## src/rtl/mem_arbiter_pkg.sv

```systemverilog
// mem_arbiter_pkg: shared state encoding, memory select codes and requester indices
package mem_arbiter_pkg;
    typedef enum logic [1:0] {IDLE, PRE, ACC, REC} state_e;
    localparam logic [2:0] SEL_EPC = 3'b001;
    localparam logic [2:0] SEL_S1  = 3'b010;
    localparam logic [2:0] SEL_S2  = 3'b100;
    localparam int REQ_SW = 0;
    localparam int REQ_EW = 1;
    localparam int REQ_RD = 2;
    function automatic logic sel_ok(input logic [2:0] s);
        return s == SEL_EPC || s == SEL_S1 || s == SEL_S2;
    endfunction
endpackage

```

## src/rtl/mem_arbiter_prio_sel.sv

```systemverilog
// mem_prio_sel: fixed sw > ew > rd priority with a starvation override for rd, one-hot grant
module mem_prio_sel
    import mem_arbiter_pkg::*;
#(
    parameter int STARVE_LIMIT = 3,
    parameter int CW = 2
) (
    input  logic [2:0]    req_i,
    input  logic [CW-1:0] starve_i,
    output logic [2:0]    gnt_o
);
    logic starved;
    assign starved = req_i[REQ_RD] && starve_i == CW'(STARVE_LIMIT);
    always_comb begin
        gnt_o = '0;
        if (starved) gnt_o[REQ_RD] = 1'b1;
        else if (req_i[REQ_SW]) gnt_o[REQ_SW] = 1'b1;
        else if (req_i[REQ_EW]) gnt_o[REQ_EW] = 1'b1;
        else if (req_i[REQ_RD]) gnt_o[REQ_RD] = 1'b1;
    end
endmodule

```

## src/rtl/mem_arbiter.sv

```systemverilog
// mem_arbiter: three-requester arbiter driving a precharge/access/recover memory macro sequence
module mem_arbiter
    import mem_arbiter_pkg::*;
#(
    parameter int STARVE_LIMIT = 3,
    parameter int ADDR_W = 6
) (
    input  logic              clk,
    input  logic              reset,
    input  logic              sw_req,
    input  logic [ADDR_W-1:0] sw_addr,
    input  logic [2:0]        sw_sel,
    input  logic [15:0]       sw_data,
    output logic              sw_done,
    input  logic              ew_req,
    input  logic [ADDR_W-1:0] ew_addr,
    input  logic [15:0]       ew_data,
    output logic              ew_done,
    input  logic              rd_req,
    input  logic [ADDR_W-1:0] rd_addr,
    input  logic [2:0]        rd_sel,
    output logic [15:0]       rd_data,
    output logic              rd_done,
    output logic              PC_B,
    output logic              WE,
    output logic              SE,
    output logic [ADDR_W-1:0] mem_address,
    output logic [2:0]        mem_sel,
    output logic [15:0]       mem_data_out,
    input  logic [15:0]       mem_read_in,
    output logic              busy,
    output logic              err
);
    localparam int CW = STARVE_LIMIT < 1 ? 1 : $clog2(STARVE_LIMIT + 1);

    state_e            state_q;
    logic [CW-1:0]     starve_q, starve_d;
    logic [2:0]        gnt_q, gnt;
    logic [15:0]       data_q;
    logic              ok_q;
    logic [ADDR_W-1:0] req_addr;
    logic [2:0]        req_sel;
    logic [15:0]       req_data;

    mem_prio_sel #(.STARVE_LIMIT(STARVE_LIMIT), .CW(CW)) u_prio (
        .req_i    ({rd_req, ew_req, sw_req}),
        .starve_i (starve_q),
        .gnt_o    (gnt)
    );

    // Starvation only accrues while rd is actually waiting; only applied on an IDLE grant.
    always_comb begin
        req_addr = gnt[REQ_SW] ? sw_addr : gnt[REQ_EW] ? ew_addr : rd_addr;
        req_sel  = gnt[REQ_SW] ? sw_sel : gnt[REQ_EW] ? SEL_EPC : rd_sel;
        req_data = gnt[REQ_SW] ? sw_data : ew_data;
        starve_d = gnt[REQ_RD] ? '0 :
                   (rd_req && starve_q != CW'(STARVE_LIMIT)) ? starve_q + CW'(1) : starve_q;
    end

    always_ff @(posedge clk) begin
        if (reset) begin
            state_q      <= IDLE;
            starve_q     <= '0;
            gnt_q        <= '0;
            data_q       <= '0;
            ok_q         <= 1'b0;
            PC_B         <= 1'b1;
            WE           <= 1'b0;
            SE           <= 1'b0;
            mem_address  <= '0;
            mem_sel      <= '0;
            mem_data_out <= '0;
            sw_done      <= 1'b0;
            ew_done      <= 1'b0;
            rd_done      <= 1'b0;
            rd_data      <= '0;
            busy         <= 1'b0;
            err          <= 1'b0;
        end else begin
            case (state_q)
                IDLE: if (|gnt) begin
                    state_q     <= PRE;
                    starve_q    <= starve_d;
                    gnt_q       <= gnt;
                    data_q      <= req_data;
                    ok_q        <= sel_ok(req_sel);
                    PC_B        <= 1'b0;
                    mem_address <= req_addr;
                    mem_sel     <= req_sel;
                    busy        <= 1'b1;
                end
                PRE: begin
                    state_q      <= ACC;
                    PC_B         <= 1'b1;
                    WE           <= ok_q && !gnt_q[REQ_RD];
                    SE           <= ok_q && gnt_q[REQ_RD];
                    mem_data_out <= gnt_q[REQ_RD] ? '0 : data_q;
                end
                ACC: begin
                    state_q      <= REC;
                    WE           <= 1'b0;
                    SE           <= 1'b0;
                    mem_data_out <= '0;
                    sw_done      <= gnt_q[REQ_SW];
                    ew_done      <= gnt_q[REQ_EW];
                    rd_done      <= gnt_q[REQ_RD];
                    err          <= !ok_q;
                    if (gnt_q[REQ_RD] && ok_q) rd_data <= mem_read_in;
                end
                REC: begin
                    state_q     <= IDLE;
                    gnt_q       <= '0;
                    sw_done     <= 1'b0;
                    ew_done     <= 1'b0;
                    rd_done     <= 1'b0;
                    err         <= 1'b0;
                    busy        <= 1'b0;
                    mem_address <= '0;
                    mem_sel     <= '0;
                end
            endcase
        end
    end
endmodule

```

## config.mk

```make
export PLATFORM = sky130hd
export DESIGN_NAME = mem_arbiter
export DESIGN_NICKNAME = d
export VERILOG_FILES = /design/src/rtl/mem_arbiter_pkg.sv /design/src/rtl/mem_arbiter_prio_sel.sv /design/src/rtl/mem_arbiter.sv
export SDC_FILE = /design/constraint.sdc
export NUM_CORES = 1
export LEC_CHECK = 0
export ABC_AREA = 0
export CAP_MARGIN = 20
export CORE_MARGIN = 4
export CORE_UTILIZATION = 41
export CTS_BUF_LIST = sky130_fd_sc_hd__clkbuf_4
export DETAILED_ROUTE_END_ITERATION = 12
export PLACE_DENSITY = 0.77
export SYNTH_ARGS = -nofsm -noshare
export SYNTH_HDL_FRONTEND = slang
export SYNTH_SLANG_ARGS = --single-unit
```

## constraint.sdc

```tcl
create_clock -name clk -period 1.6 [get_ports clk]
set_input_delay 0.24 -clock clk [delete_from_list [all_inputs] [get_ports clk]]
set_output_delay 0.24 -clock clk [all_outputs]
set_load 0.005 [all_outputs]
```

==> results.txt, run 1 <==
- Core Rows: 32
* Data arrival time at the worst-slack endpoint: 1.94 ns
- Summed over all cells, the static leakage comes to 1.949 nW.
* Total wire length after detailed routing: 9.211 mm
- The repair_antennas step left the layout with diodes totalling 0.
- Fraction of final layout cells sized beyond drive strength 1: 17.84%
* Final layout net count: 588
- P per Cell Area: 1289 mW/mm^2
* Vias per cell: 5.137
- Clk_lat worst skew: 0.41 ns
* Global-route wire length before repair: 14.70 mm
- Overall die area: 0.009457 sq mm
- Estimated wirelength of the detail-placed design: 6.607 mm
- Post-Place Cell Area: 0.004738 sq mm
* ANT nets after route: 0
* Die width: 97.25 um
- Sinks on Clock Net: 73
* Post-Place Setup Slack: -0.2560 ns
- Sequential fraction of the synthesis area: 44.75%
* Area added between synthesis and finish: 55.98%
- Final count of negative-setup-slack endpoints: 0
- Min-Delay Path Depth: 2
* Num CTS Buffers: 9
- Count of pins on the block boundary: 126
- After detailed routing, the number of remaining DRC violations is 0.
* Clock skew: 0.01567 ns
* Wirelength per Cell: 15.05 um
- The initial utilization of the core area, before any placement, comes to 42.26%.
- Setup repair after global routing could not meet its margin everywhere.
- After clock tree synthesis, the clock-pin slew on the worst setup and hold paths is 0.13 ns.
- Total overflow reported by the global router: 0
- The number of global-route vias before repair came to 3044.
* Maxcap violations: 0
* Worst Setup Path Type: flop to flop
- The most used flip-flop cell after synthesis is dfxtp_1.
- Fill count: 636
* Category of cells accounting for the largest share of critical-path delay: simple AND/OR/NAND/NOR gates
* Kind of start point of the critical path: flop
- Period Utilization, post-route: 99.86%
* Largest net degree at the start of global routing: 33
* Maximum clock frequency: 625.9 MHz
* Clock tree from TritonCTS: built
- Vias after detailed routing: 3144
* Number of distinct standard cells referenced by the synthesized netlist: 43
* IO Port Bufs: 125
* Largest stage delay, worst path: 0.52 ns
- Measured in cells, the most critical reg-to-reg path has a length of 6.
- For the worst setup path, the data required time is 1.95 ns.
- On the critical path, the stage with the largest delay is an instance of or4b_4.
- Worst min-delay path startpoint: reset
- In this run, synthesis inferred 0 flip-flops with an integrated enable.
- Average size of a mapped cell: 8.922 sq um
- Total global routing track utilization: 18.57%
* Worst min path class: input port to flop
* Outcome: finished clean
- Gate count of the mapped netlist: 366
- After the first detailed-routing iteration, the DRC count stood at 94.
- Element type at the critical path end: flop
- The initial antenna violation count came to 0.
- Clock root buffer: clkbuf_4
- Pins over their slew limit: 0
- Counting every net in the synthesized netlist gives 449.
* CP Buf/Inv Count: 1
- Total standard cell area after synthesis: 0.003266 sq mm
* Start point of the critical path: state_q[0]
- The routed design could run at a clock period as short as 1.598 ns.
- In this run the vertical extent of the chip is 97.25 um.
- Core Region: 0.007727 sq mm
* Yosys Warn Count: 0
- Iteration count of the initial detailed-routing pass: 4
- Maximum root-to-sink buffer count: 2
- Crit path depth: 6
- Synthesis inferred 73 register bits.
* Post-layout power: 6.567 mW
- CP max FO: 7
- Worst path setup slack after routing: 0.002258 ns
- Hold violation total from the final report: 0
- Number of H-tree levels: 3
- Non-Filler Cell Area, Final: 0.005094 sq mm
- Slew at the pin with the worst max-slew slack: 0.3222 ns
- CTS Hold Buffers Added: 0
- The signal on the critical path passes through inv_2 -> ha_4 -> or4b_4 -> o21ai_4 -> a22oi_1 -> nor2_1.
- Tightest slew margin relative to the limit: 78.44%
- Counting flops with an async set or reset pin after synthesis yields a share of 0%.
- Launching point of the worst reg2reg path: state_q[0]
* GPL Wtd Cong: 0.8434
- Maximum resistive drop on vdd: 0.7190 mV
==> kinds of logic after synthesis <==
| family | Yosys count | share of synthesized area, % |
|---|---|---|
| xor+xnor | 1 | 0.2682 |
| compound gates | 99 | 21.46 |
| simple gates | 132 | 19.69 |
| fa+ha+maj | 6 | 2.299 |
| mux | 20 | 6.130 |
| buf+inv | 35 | 5.402 |
| flops | 73 | 44.75 |
==> registers in the layout, summed over array words and instances (netlist names), 2 cells and up <==
signal and flops:
data_q 16, gnt_q 3, mem_address 6, mem_data_out 16, mem_sel 3, rd_data 16, starve_q 2, state_q 2
==> path summary, 6_finish.rpt <==
check                          end  slack (ns)
setup reg to reg          gnt_q[0]       0.002
hold reg to reg         rd_data[4]        0.46
hold / removal    mem_data_out[15]        0.14
setup / recovery          gnt_q[0]       0.002
==> Yosys cell counts, drive strengths merged (2+ instances only) <==
cell,instances,area share (%)
a211o,6,1.6
a211oi,17,3.9
a21o,6,1.4
a21oi,46,8.0
a22oi,4,0.92
a2bb2oi,2,0.54
and2b,3,0.69
buf,12,2.8
clkbuf,19,2.2
dfxtp,73,45
ha,6,2.3
inv,4,0.46
mux2i,20,6.1
nand2,43,5.5
nand2b,2,0.38
nand3b,6,1.4
nand4b,2,0.54
nor2,44,5.1
nor2b,21,4.0
nor3,6,0.92
o2111ai,6,1.6
o2bb2ai,2,0.54
o31a,2,0.54
==> cells in the final DEF (no fill, tap or decap), types with 3 or more instances in the layout <==
master	count
clkdlybuf4s50_1	124
dfxtp_1	69
nor2_1	43
a21oi_1	37
nand2_1	36
buf_4	28
nor2b_1	21
mux2i_1	20
a211oi_1	12
a21oi_2	9
clkbuf_4	9
nand2_2	7
a21o_1	6
a211o_1	6
nand3b_1	6
o2111ai_1	6
nor3_1	6
a211oi_2	5
dfxtp_2	4
ha_1	4
and2b_1	3
clkinv_4	3
bufinv_16	3
buf_12	3
==> final cells by class <==
type | instances | area [sq um] | share of cell area, %
multi-input combinational | 259 | 1737 | 34.09
timing repair buffer | 158 | 1553 | 30.48
sequential | 73 | 1466 | 28.79
clock inverter | 7 | 127.6 | 2.506
tap | 102 | 127.6 | 2.506
clock buffer | 9 | 67.56 | 1.326
inverter | 4 | 15.01 | 0.2948
==> layer usage <==
metal	wire [um]	up-vias	part of all wire (%)	GRT usage, %
met5	0	-	0	0
met4	183	0	2.0	7.029
met3	486	17	5.3	4.020
met2	4628	93	50	32.06
met1	3913	1467	42	22.61
li1	-	1567	-	-
==> power breakdown <==
group / switching [mW] / internal [mW] / total, mW
logic: 1.26 / 1.40 / 2.67
registers: 0.218 / 2.18 / 2.39
clock network: 0.695 / 0.809 / 1.50
total: 2.18 / 4.39 / 6.57
==> stage by stage <==
step	cells	TNS [ns]	util (%)	hold WS, ns
5_1_grt	612	-0.2514	65.92	0.1279
3_5_place_dp	591	-6.045	61.32	0.4485
4_1_cts	608	0	64.22	0.1169
3_3_place_gp	591	-5.024	61.32	0.4425
6_report	612	0	65.92	0.1373
2_1_floorplan	366	-0.1493	-	0.3760
==> repair_timing <==
| action | CTS | global route |
|---|---|---|
| resized for setup | 5 | 16 |
| cloned | 1 | 1 |
| buffers inserted | 0 | 3 |
| pin swaps | 0 | 11 |
| endpoints found under the setup margin | 13 | 40 |
No activity file was read; power rests on OpenSTA's default activity.
==> run 2, diff against run 1 <==
- SETUP_SLACK_MARGIN: default -> 0.5
==> run 2 against run 1 <==
The run now ends with negative setup slack left. Die area is the same. Clock power shrank 25%. Power grew 28%. Highest routed layer unchanged. Maximum frequency shrank 5.3%. Critical path depth is the same.
==> results.txt, run 2 (same netlist as run 1, synthesis figures left out) <==
- The largest registers in the layout are data_q (16), mem_data_out (16), rd_data (16).
* Leakage power total: 2.543 nW
* Area added between synthesis and finish: 95.21%
* Sinks on Clock Net: 73
* Core Region: 0.007727 sq mm
- Die width: 97.25 um
* CP Buf/Inv Count: 1
- Once the floorplan was initialized, standard cells occupied 42.26% of the core.
- Capturing element of the worst setup path: ok_q
- The critical path goes through ha_4 -> buf_6 -> o2bb2ai_4 -> a22oi_2 -> xnor2_1 -> o41ai_2.
* Worst min path class: input port to flop
* Clock network fraction of design power: 13.3%
* Utilization after layout: 82.50%
- IR analysis of the VDD net gives a maximum drop of 0.8014 mV.
- Once detailed placement completed, the half-perimeter wirelength came to 6.774 mm.
- Of all nets on the critical path, the largest fanout is 6.
- Crit path depth: 6
* Number of antenna repair diodes: 0
- The finished layout holds 672 standard cells, fillers aside.
- Total overflow reported by the global router: 0
* Category of cells accounting for the largest share of critical-path delay: compound AO/OA/AOI/OAI gates
* Maximum clock frequency: 592.8 MHz
- Setup violations remaining at the end of the flow were counted as 8.
- The setup path with the least slack is of type flop to flop.
* Iteration count of the initial detailed-routing pass: 6
* Global-route wire length before repair: 17.59 mm
- Across all setup checks in the final design, the least slack found is -0.08703 ns.
* Number of global-route vias before repair: 3611
- In this run the critical register-to-register path is captured at ok_q.
- Per report_power, the combinational group accounts for 56.3% of the total.
* Number of antenna violations at the first check in global routing: 0
- The routed layout has 3835 vias.
- Setup repair after global routing missed its margin: yes
- Clock tree from TritonCTS: built
- For this design the top-level I/O count stands at 126.
- Pins over their slew limit: 0
* Worst path required time: 1.90 ns
- P per Cell Area: 1316 mW/mm^2
- Clk_lat worst skew: 0.41 ns
* Start point of the critical path: starve_q[0]
- Fill count: 392
* Internal power component: 5.290 mW
- The largest individual stage delay along the critical path comes from the cell dfxtp_2.
- Leaving out fill and tap cells, the most frequent cells in the layout are clkdlybuf4s50_1, buf_6, buf_4.
- Clock root buffer: clkbuf_4
- In this run the power spent charging and discharging nets is 3.102 mW.
- Most common cell after layout, fill and taps aside: clkdlybuf4s50_1
- Clock-pin slew was measured on the worst setup and hold paths at 0.13 ns.
- Total global routing track utilization: 22.55%
- Routability-driven placement finished with a final weighted congestion of 0.7710.
- Total wire length after detailed routing: 14.15 mm
* Slew at the pin with the worst max-slew slack: 0.5045 ns
* Period Utilization, post-route: 105.4%
* Sequential cell area: 0.001533 sq mm
- ANT nets after route: 0
- Core Rows: 32
* Height of the chip: 97.25 um
* Wirelength per Cell: 21.05 um
- Reg-to-reg setup timing slack: -0.09 ns
- Maxcap violations: 0
* Overall die area: 0.009457 sq mm
* Kind of start point of the critical path: flop
- Hold violation total from the final report: 0
* Placed cell count: 595
* Fraction of final layout cells sized beyond drive strength 1: 60.70%
- TritonCTS created 9 clock buffers.
- In the final layout, the multi-input gates occupy 0.002278 sq mm.
- Of the total power, the share spent switching nets is 36.96%.
- For this run, design rule violations remaining after detail routing come to 0.
- CTS Hold Buffers Added: 0
- STA puts the critical path data arrival time at 1.99 ns.
- In this design, the stage delay of the slowest critical-path cell is 0.36 ns.
- Final layout net count: 649
- Clock skew: 0.01785 ns
* IO Port Bufs: 125
- The H-tree was split into 3 levels.
- Min cycle time layout: 1.687 ns
* Maximum root-to-sink buffer count: 2
- Vias per cell: 5.707
- Launching point of the worst reg2reg path: starve_q[0]
- Tightest slew margin relative to the limit: 66.37%
- Outcome: complete, but fails checks
- STA classifies the critical path endpoint as a flop.
- Entering global routing, the biggest net connects 36 pins.
- The share of total power dissipated in sequential elements is 30.4%.
- In this run, the number of DRC markers left after iteration 0 of detailed routing was 181.
- Worst-case reg-to-reg path depth: 6
- The checks that failed: negative setup slack.
==> run 2: cell type report <==
type | instances | share of cell area [%]
repair buffers | 218 | 35.94
inverters | 4 | 0.2748
clock inverters | 6 | 0.9421
well taps | 102 | 2.002
flip-flops and latches | 73 | 24.04
multi-input cells | 260 | 35.74
clock buffers | 9 | 1.060
==> run 2: repair_timing <==
item	4_1_cts	5_1_grt
endpoints found under the setup margin	122	122
pin swaps	34	52
resized for setup	314	149
setup buffers	34	18
gates cloned	6	4
==> run 2: metal layers <==
metal | global-route usage (%) | wire length [um]
met1 | 26.60 | 5421
met2 | 39.65 | 7300
met3 | 4.666 | 840
met4 | 9.478 | 583
met5 | 0 | 0
==> run 2: power groups by stage <==
stage | clock, mW | sequential [mW] | combinational [mW]
2_1_floorplan | 0 | 2.40 | 1.43
3_3_place_gp | 0 | 2.41 | 2.39
3_5_place_dp | 0 | 2.42 | 2.44
4_1_cts | 1.09 | 2.44 | 3.47
5_1_grt | 1.19 | 2.58 | 4.91
6_report | 1.12 | 2.55 | 4.72
==> run 2: through the flow <==
stage | area [sq um] | worst slack, ns | total power, mW | hold WS, ns | TNS (ns)
2_1_floorplan | 3387 | -0.02097 | 3.829 | 0.3760 | -0.1462
5_1_grt | 6375 | -0.1178 | 8.688 | 0.2676 | -1.114
3_3_place_gp | 4822 | -0.2619 | 4.808 | 0.4428 | -8.049
4_1_cts | 5507 | 0.04950 | 7.005 | 0.2259 | 0
6_report | 6375 | -0.08703 | 8.391 | 0.2714 | -0.1741
3_5_place_dp | 4822 | -0.3165 | 4.866 | 0.4467 | -9.764
==> run 2: how the worst min path moves through the flow <==
stage | slack (ns) | cells after the start | startpoint | to
after floorplan | 0.38 | 2 | mem_read_in[0] | rd_data[0]
after global placement | 0.44 | 2 | rd_data[14] | rd_data[14]
after detailed placement | 0.45 | 2 | rd_data[10] | rd_data[10]
after CTS | 0.23 | 2 | reset | mem_sel[0]
after global routing | 0.27 | 2 | reset | busy
final | 0.27 | 2 | reset | mem_data_out[9]
==> run 2: worst register-to-register path: cells and delay by family (launching register included) <==
kind / cells / cell delay (ns)
compound gates: 3 / 0.72
fa+ha+maj: 1 / 0.19
buf+inv: 1 / 0.12
xor+xnor: 1 / 0.20
flops: 1 / 0.36
==> run 3, diff against run 2 <==
- SLEW_MARGIN: default -> 20
==> results of run 3 <==
No change in the layout: final DEF, timing and power equal those of run 2.
